## config.mk

```make
export PLATFORM = sky130hd
export DESIGN_NAME = mixcolumns_iter
export DESIGN_NICKNAME = d
export VERILOG_FILES = /design/src/rtl/mixcolumns_iter.sv
export SDC_FILE = /design/constraint.sdc
export NUM_CORES = 1
export LEC_CHECK = 0
export CAP_MARGIN = 10
export CORE_ASPECT_RATIO = 0.7
export CORE_MARGIN = 4
export CORE_UTILIZATION = 48
export DETAILED_ROUTE_END_ITERATION = 16
export PLACE_DENSITY = 0.7
export SKIP_LAST_GASP = 1
export SYNTH_ARGS = -nofsm -noshare
export SYNTH_HDL_FRONTEND = slang
export SYNTH_SLANG_ARGS = --single-unit
```

## constraint.sdc

```tcl
create_clock -name clk -period 12.22 [get_ports clk]
set_clock_uncertainty 0.1 [all_clocks]
set_input_delay 1.833 -clock clk [delete_from_list [all_inputs] [get_ports clk]]
set_output_delay 1.833 -clock clk [all_outputs]
set_load 0.01 [all_outputs]
```

## src/rtl/mixcolumns_iter.sv

```systemverilog
// mixcolumns_iter: AES MixColumns round stage with a valid/ready interface.
//
// A block is taken into a working register, transformed COLS_PER_CYCLE
// columns per clock (4/COLS_PER_CYCLE cycles), then held on state_out until
// downstream takes it.
//
// Optional build macro MIXCOL_INV_EN: when defined, the inverse datapath is
// built and in_inv=1 selects InvMixColumns for that block. When undefined,
// in_inv is ignored and every block gets the forward transform.
//
// Ports:
//   clk        rising-edge clock
//   rst        asynchronous, active-high reset; discards any in-flight block
//   in_valid   state_in / in_inv are valid
//   in_ready   stage can accept a block (IDLE only)
//   state_in   128-bit state; column c = [32c+31:32c], row r = [32c+8r+7:32c+8r]
//   in_inv     1 = InvMixColumns for this block (MIXCOL_INV_EN builds only)
//   out_valid  state_out holds a result (HOLD)
//   out_ready  downstream accepts the result
//   state_out  transformed state, same byte layout; keeps value after handshake
//   busy       FSM not in IDLE
//
// Handshake: a transfer happens on a rising edge where valid && ready are both
// high. The producer holds data stable while valid is high and not yet taken;
// ready never depends combinationally on valid (both come from the state
// register), so there is no combinational path from in_valid to in_ready or
// from out_ready to out_valid.

module mixcolumns_iter #(
    parameter int COLS_PER_CYCLE = 4
) (
    input  logic         clk,
    input  logic         rst,
    input  logic         in_valid,
    output logic         in_ready,
    input  logic [127:0] state_in,
    input  logic         in_inv,
    output logic         out_valid,
    input  logic         out_ready,
    output logic [127:0] state_out,
    output logic         busy
);

    localparam int NCYC = 4 / COLS_PER_CYCLE;
    // Column index of the final group; RUN ends on this group, not on wrap.
    localparam logic [1:0] LAST_IDX = 2'((NCYC - 1) * COLS_PER_CYCLE);

    if (!(COLS_PER_CYCLE == 1 || COLS_PER_CYCLE == 2 || COLS_PER_CYCLE == 4)) begin : g_bad_cols
        $error("mixcolumns_iter: COLS_PER_CYCLE must be 1, 2 or 4");
    end

    typedef enum logic [1:0] {
        IDLE = 2'd0,
        RUN  = 2'd1,
        HOLD = 2'd2
    } state_t;

    state_t         state_q;
    state_t         state_d;
    logic [127:0]   work_q;
    logic [127:0]   work_next;
    logic [1:0]     col_idx_q;
    logic           last_group;

    function automatic logic [7:0] xtime(input logic [7:0] x);
        return {x[6:0], 1'b0} ^ (x[7] ? 8'h1B : 8'h00);
    endfunction

    function automatic logic [31:0] fwd_col(input logic [31:0] c);
        logic [7:0] a0, a1, a2, a3, b0, b1, b2, b3;
        a0 = c[7:0];
        a1 = c[15:8];
        a2 = c[23:16];
        a3 = c[31:24];
        // 3x is xtime(x) ^ x
        b0 = xtime(a0) ^ (xtime(a1) ^ a1) ^ a2 ^ a3;
        b1 = a0 ^ xtime(a1) ^ (xtime(a2) ^ a2) ^ a3;
        b2 = a0 ^ a1 ^ xtime(a2) ^ (xtime(a3) ^ a3);
        b3 = (xtime(a0) ^ a0) ^ a1 ^ a2 ^ xtime(a3);
        return {b3, b2, b1, b0};
    endfunction

`ifdef MIXCOL_INV_EN
    logic inv_q;

    // 9/11/13/14 multiples from the 2x/4x/8x xtime chain.
    function automatic logic [7:0] m9(input logic [7:0] a);
        return xtime(xtime(xtime(a))) ^ a;
    endfunction

    function automatic logic [7:0] m11(input logic [7:0] a);
        return xtime(xtime(xtime(a))) ^ xtime(a) ^ a;
    endfunction

    function automatic logic [7:0] m13(input logic [7:0] a);
        return xtime(xtime(xtime(a))) ^ xtime(xtime(a)) ^ a;
    endfunction

    function automatic logic [7:0] m14(input logic [7:0] a);
        return xtime(xtime(xtime(a))) ^ xtime(xtime(a)) ^ xtime(a);
    endfunction

    function automatic logic [31:0] inv_col(input logic [31:0] c);
        logic [7:0] a0, a1, a2, a3, b0, b1, b2, b3;
        a0 = c[7:0];
        a1 = c[15:8];
        a2 = c[23:16];
        a3 = c[31:24];
        b0 = m14(a0) ^ m11(a1) ^ m13(a2) ^ m9(a3);
        b1 = m9(a0)  ^ m14(a1) ^ m11(a2) ^ m13(a3);
        b2 = m13(a0) ^ m9(a1)  ^ m14(a2) ^ m11(a3);
        b3 = m11(a0) ^ m13(a1) ^ m9(a2)  ^ m14(a3);
        return {b3, b2, b1, b0};
    endfunction
`else
    // in_inv is kept on the port for interface stability only.
    logic unused_in_inv;
    assign unused_in_inv = in_inv;
`endif

    // Working register with the current column group replaced.
    always_comb begin
        logic [1:0]  idx;
        logic [31:0] col;
        work_next = work_q;
        idx       = '0;
        col       = '0;
        for (int g = 0; g < COLS_PER_CYCLE; g++) begin
            idx = col_idx_q + 2'(g);
            col = work_q[{idx, 5'b0} +: 32];
`ifdef MIXCOL_INV_EN
            work_next[{idx, 5'b0} +: 32] = inv_q ? inv_col(col) : fwd_col(col);
`else
            work_next[{idx, 5'b0} +: 32] = fwd_col(col);
`endif
        end
    end

    assign last_group = (col_idx_q == LAST_IDX);

    always_ff @(posedge clk or posedge rst) begin
        if (rst) begin
            state_q <= IDLE;
        end else begin
            state_q <= state_d;
        end
    end

    always_comb begin
        state_d   = state_q;
        in_ready  = 1'b0;
        out_valid = 1'b0;
        busy      = 1'b1;
        case (state_q)
            IDLE: begin
                in_ready = 1'b1;
                busy     = 1'b0;
                if (in_valid) state_d = RUN;
            end
            RUN: begin
                if (last_group) state_d = HOLD;
            end
            HOLD: begin
                out_valid = 1'b1;
                if (out_ready) state_d = IDLE;
            end
            default: begin
                state_d = IDLE;
            end
        endcase
    end

    always_ff @(posedge clk or posedge rst) begin
        if (rst) begin
            work_q    <= '0;
            col_idx_q <= '0;
            state_out <= '0;
`ifdef MIXCOL_INV_EN
            inv_q     <= 1'b0;
`endif
        end else begin
            if (state_q == IDLE && in_valid) begin
                work_q    <= state_in;
                col_idx_q <= '0;
`ifdef MIXCOL_INV_EN
                inv_q     <= in_inv;
`endif
            end else if (state_q == RUN) begin
                work_q    <= work_next;
                col_idx_q <= col_idx_q + 2'(COLS_PER_CYCLE);
                if (last_group) state_out <= work_next;
            end
        end
    end

endmodule

```

==> impl_metrics.env <==
export IMPL_finalHoldViolCount=0
export IMPL_hold_path_class="flop to flop"
export IMPL_io_pins=264
export IMPL_worstPathArrival_ns=4.82
export IMPL_critPathMaxFanout=124
export IMPL_via_count=10300
export IMPL_tns_ns=0
export IMPL_post_cts_buffers=0
export IMPL_cap_violations=0
export IMPL_tightest_slew_ns=1.10
export IMPL_ys_seq_elements=258
export IMPL_die_height_um=158
export IMPL_synth_edff_count=0
export IMPL_core_area_um2=31400
export IMPL_fin_crit_sh_pct=35.6
export IMPL_die_x_um=222
export IMPL_diodes=0
export IMPL_syn_area_per_cell_um2=12.3
export IMPL_slew_violations=0
export IMPL_status="finished clean"
export IMPL_root_buffer="clkbuf_16"
export IMPL_clk_latency_ns=0.54
export IMPL_syn_inst=1245
export IMPL_synth_nets=1378
export IMPL_fin_nets=1569
export IMPL_cts_htree_levels=1
export IMPL_path_clk_slew_ns=0.06
export IMPL_path_common_cell="buf_4"
export IMPL_synth_ff_type="dfrtp_1"
export IMPL_slowest_delay_ns=0.88
export IMPL_antenna_found_initial=0
export IMPL_critPathKind="input port to asynchronous set/reset pin"
export IMPL_dp_hpwl_um=27900
export IMPL_drt_iter0_drc=796
export IMPL_netlist_area_um2=15400
export IMPL_nFillCells=2563
export IMPL_ys_async_sr_fraction_pct=100
export IMPL_yosysWarningCount=0
export IMPL_first_pass_iters=5
export IMPL_drive_gt1_share_pct=5.79
export IMPL_multi_input_area_um2=8430
export IMPL_crit_chain="clkdlybuf4s50_1 -> inv_8 -> buf_4 -> buf_4"
export IMPL_cts_buffer_depth=3
export IMPL_numCtsBuffers=27
export IMPL_grt_max_degree=125
export IMPL_cts_resized=0
export IMPL_postCtsHoldBufs=0
export IMPL_fin_crit_ns=4.35
export IMPL_clock_fmax_mhz=230
export IMPL_place_congestion=0.825
export IMPL_die_area_um2=35000
export IMPL_grt_pass1_vias=10900
export IMPL_vias_per_cell=5.52
export IMPL_wl_per_cell_um=21.7
export IMPL_maxSlewHeadroom_pct=26.4
export IMPL_setup_violations=0
export IMPL_numClockSinks=258
export IMPL_start_util_pct=49.0
export IMPL_end_kind="asynchronous set/reset pin"
export IMPL_post_synth_num_cell_types=29
export IMPL_rsz0062_at_grt="false"
export IMPL_crit_buf_inv=4
export IMPL_grt_usage_pct=23.2
export IMPL_critPathTopFamily="buffers and inverters"
export IMPL_drt_wl_total_um=40700
export IMPL_portBuffers=262
export IMPL_drc=0
export IMPL_regArea_um2=6460
export IMPL_critPathLaunchType="input port"
export IMPL_slowest_stage="buf_4"
export IMPL_final_antenna_net_count=0
export IMPL_grt_pass1_wl_um=64100
export IMPL_num_rows=54
export IMPL_area_growth_pct=23.4
export IMPL_cts_tree="done"
export IMPL_yosysSeqAreaShare_pct=42.1
export IMPL_crit_required_ns=12.69
export IMPL_grt_overflow_total=0
-- layer usage --
| layer | routed length (µm) | vias up | part of all wire [%] | track usage (%) |
|---|---|---|---|---|
| li1 | - | 4747 | - | - |
| met1 | 18800 | 5208 | 46 | 34.6 |
| met2 | 18400 | 324 | 45 | 36.3 |
| met3 | 2680 | 45 | 6.6 | 5.02 |
| met4 | 695 | 0 | 1.7 | 3.45 |
| met5 | 0 | - | 0 | 0 |
-- area by class of cell --
type	count	area share, %
Sequential cell	258	34.1
Multi-Input combinational cell	873	44.5
Clock buffer	39	4.07
Clock inverter	4	0.238
Tap cell	420	2.77
Timing Repair Buffer	272	14.2
Inverter	4	0.119
-- worst reg2reg max path: cells and delay by family (launching register included) --
kind	cells	cell delay, ns
buf+inv	1	0.90
simple gates	1	0.82
flops	1	0.51
compound gates	1	0.36
-- final timing paths --
| path | slack [ns] | endpoint | startpoint | cells after the start |
|---|---|---|---|---|
| max | 7.87 | state_out[79] | rst | 4 |
| min | 0.37 | state_out[40] | state_out[40] | 2 |
| max reg2reg | 9.36 | state_out[82] | state_q[1] | 3 |
| min reg2reg | 0.37 | state_out[40] | state_out[40] | 2 |
| max in group clk | 7.94 | in_ready | state_q[0] | 2 |
| min in group asynchronous | 1.67 | state_out[104] | rst | 2 |
-- flip-flops by register name (all words and copies together), names as in the netlist --
register	count
state_out	128
work_q	128
state_q	2
-- cell usage in the layout, fill, tap and decap left out, types with 4 or more instances in the layout --
| cell | count |
|---|---|
| clkdlybuf4s50_1 | 261 |
| o21ai_1 | 116 |
| a21oi_1 | 6 |
| o22ai_1 | 6 |
| clkbuf_8 | 5 |
| xor2_2 | 16 |
| xor3_1 | 33 |
| a32oi_1 | 4 |
| nor2_1 | 54 |
| a22oi_1 | 64 |
| xor2_1 | 67 |
| xnor2_1 | 38 |
| a221oi_2 | 11 |
| o21ai_0 | 81 |
| nor2b_1 | 54 |
| clkbuf_16 | 27 |
| buf_4 | 10 |
| dfrtp_1 | 258 |
| clkbuf_1 | 7 |
| nand2_1 | 128 |
| xnor3_1 | 142 |
| a221oi_1 | 43 |
-- per-stage QoR --
step / hold WS, ns / cells / worst slack (ns) / cell area [µm²] / utilization [%]
final: 0.373 / 1870 / 7.87 / 18900 / 60.4
after CTS: 0.382 / 1870 / 7.84 / 18900 / 60.4
after floorplan: 0.414 / 1245 / 3.19 / 15400 / -
after detailed placement: 0.369 / 1827 / 7.25 / 18100 / 57.8
after global routing: 0.395 / 1870 / 7.46 / 18900 / 60.4
after global placement: 0.364 / 1827 / 7.29 / 18100 / 57.8
-- Yosys cell counts (all sizes together) (41+ instances only) --
library cell / count / area, µm²
a221oi: 54 / 542
a22oi: 64 / 480
buf: 44 / 240
clkbuf: 66 / 249
dfrtp: 258 / 6460
nand2: 128 / 480
nor2: 55 / 206
nor2b: 55 / 344
o21ai: 197 / 986
xnor2: 41 / 382
xnor3: 142 / 3200
xor2: 83 / 847
-- cells by family (layout without fill, tap and decap cells) --
group           count (synthesis)  count (layout)  share of synthesized area, %
compound gates                333             333                          13.9
xor+xnor                      299             299                          33.9
flops                         258             258                          42.1
simple gates                  241             241                          6.85
buf+inv                       114             319                          3.28
Power is not shown: default switching activity piles up to over one toggle a cycle in this logic, so the estimate is an artifact.
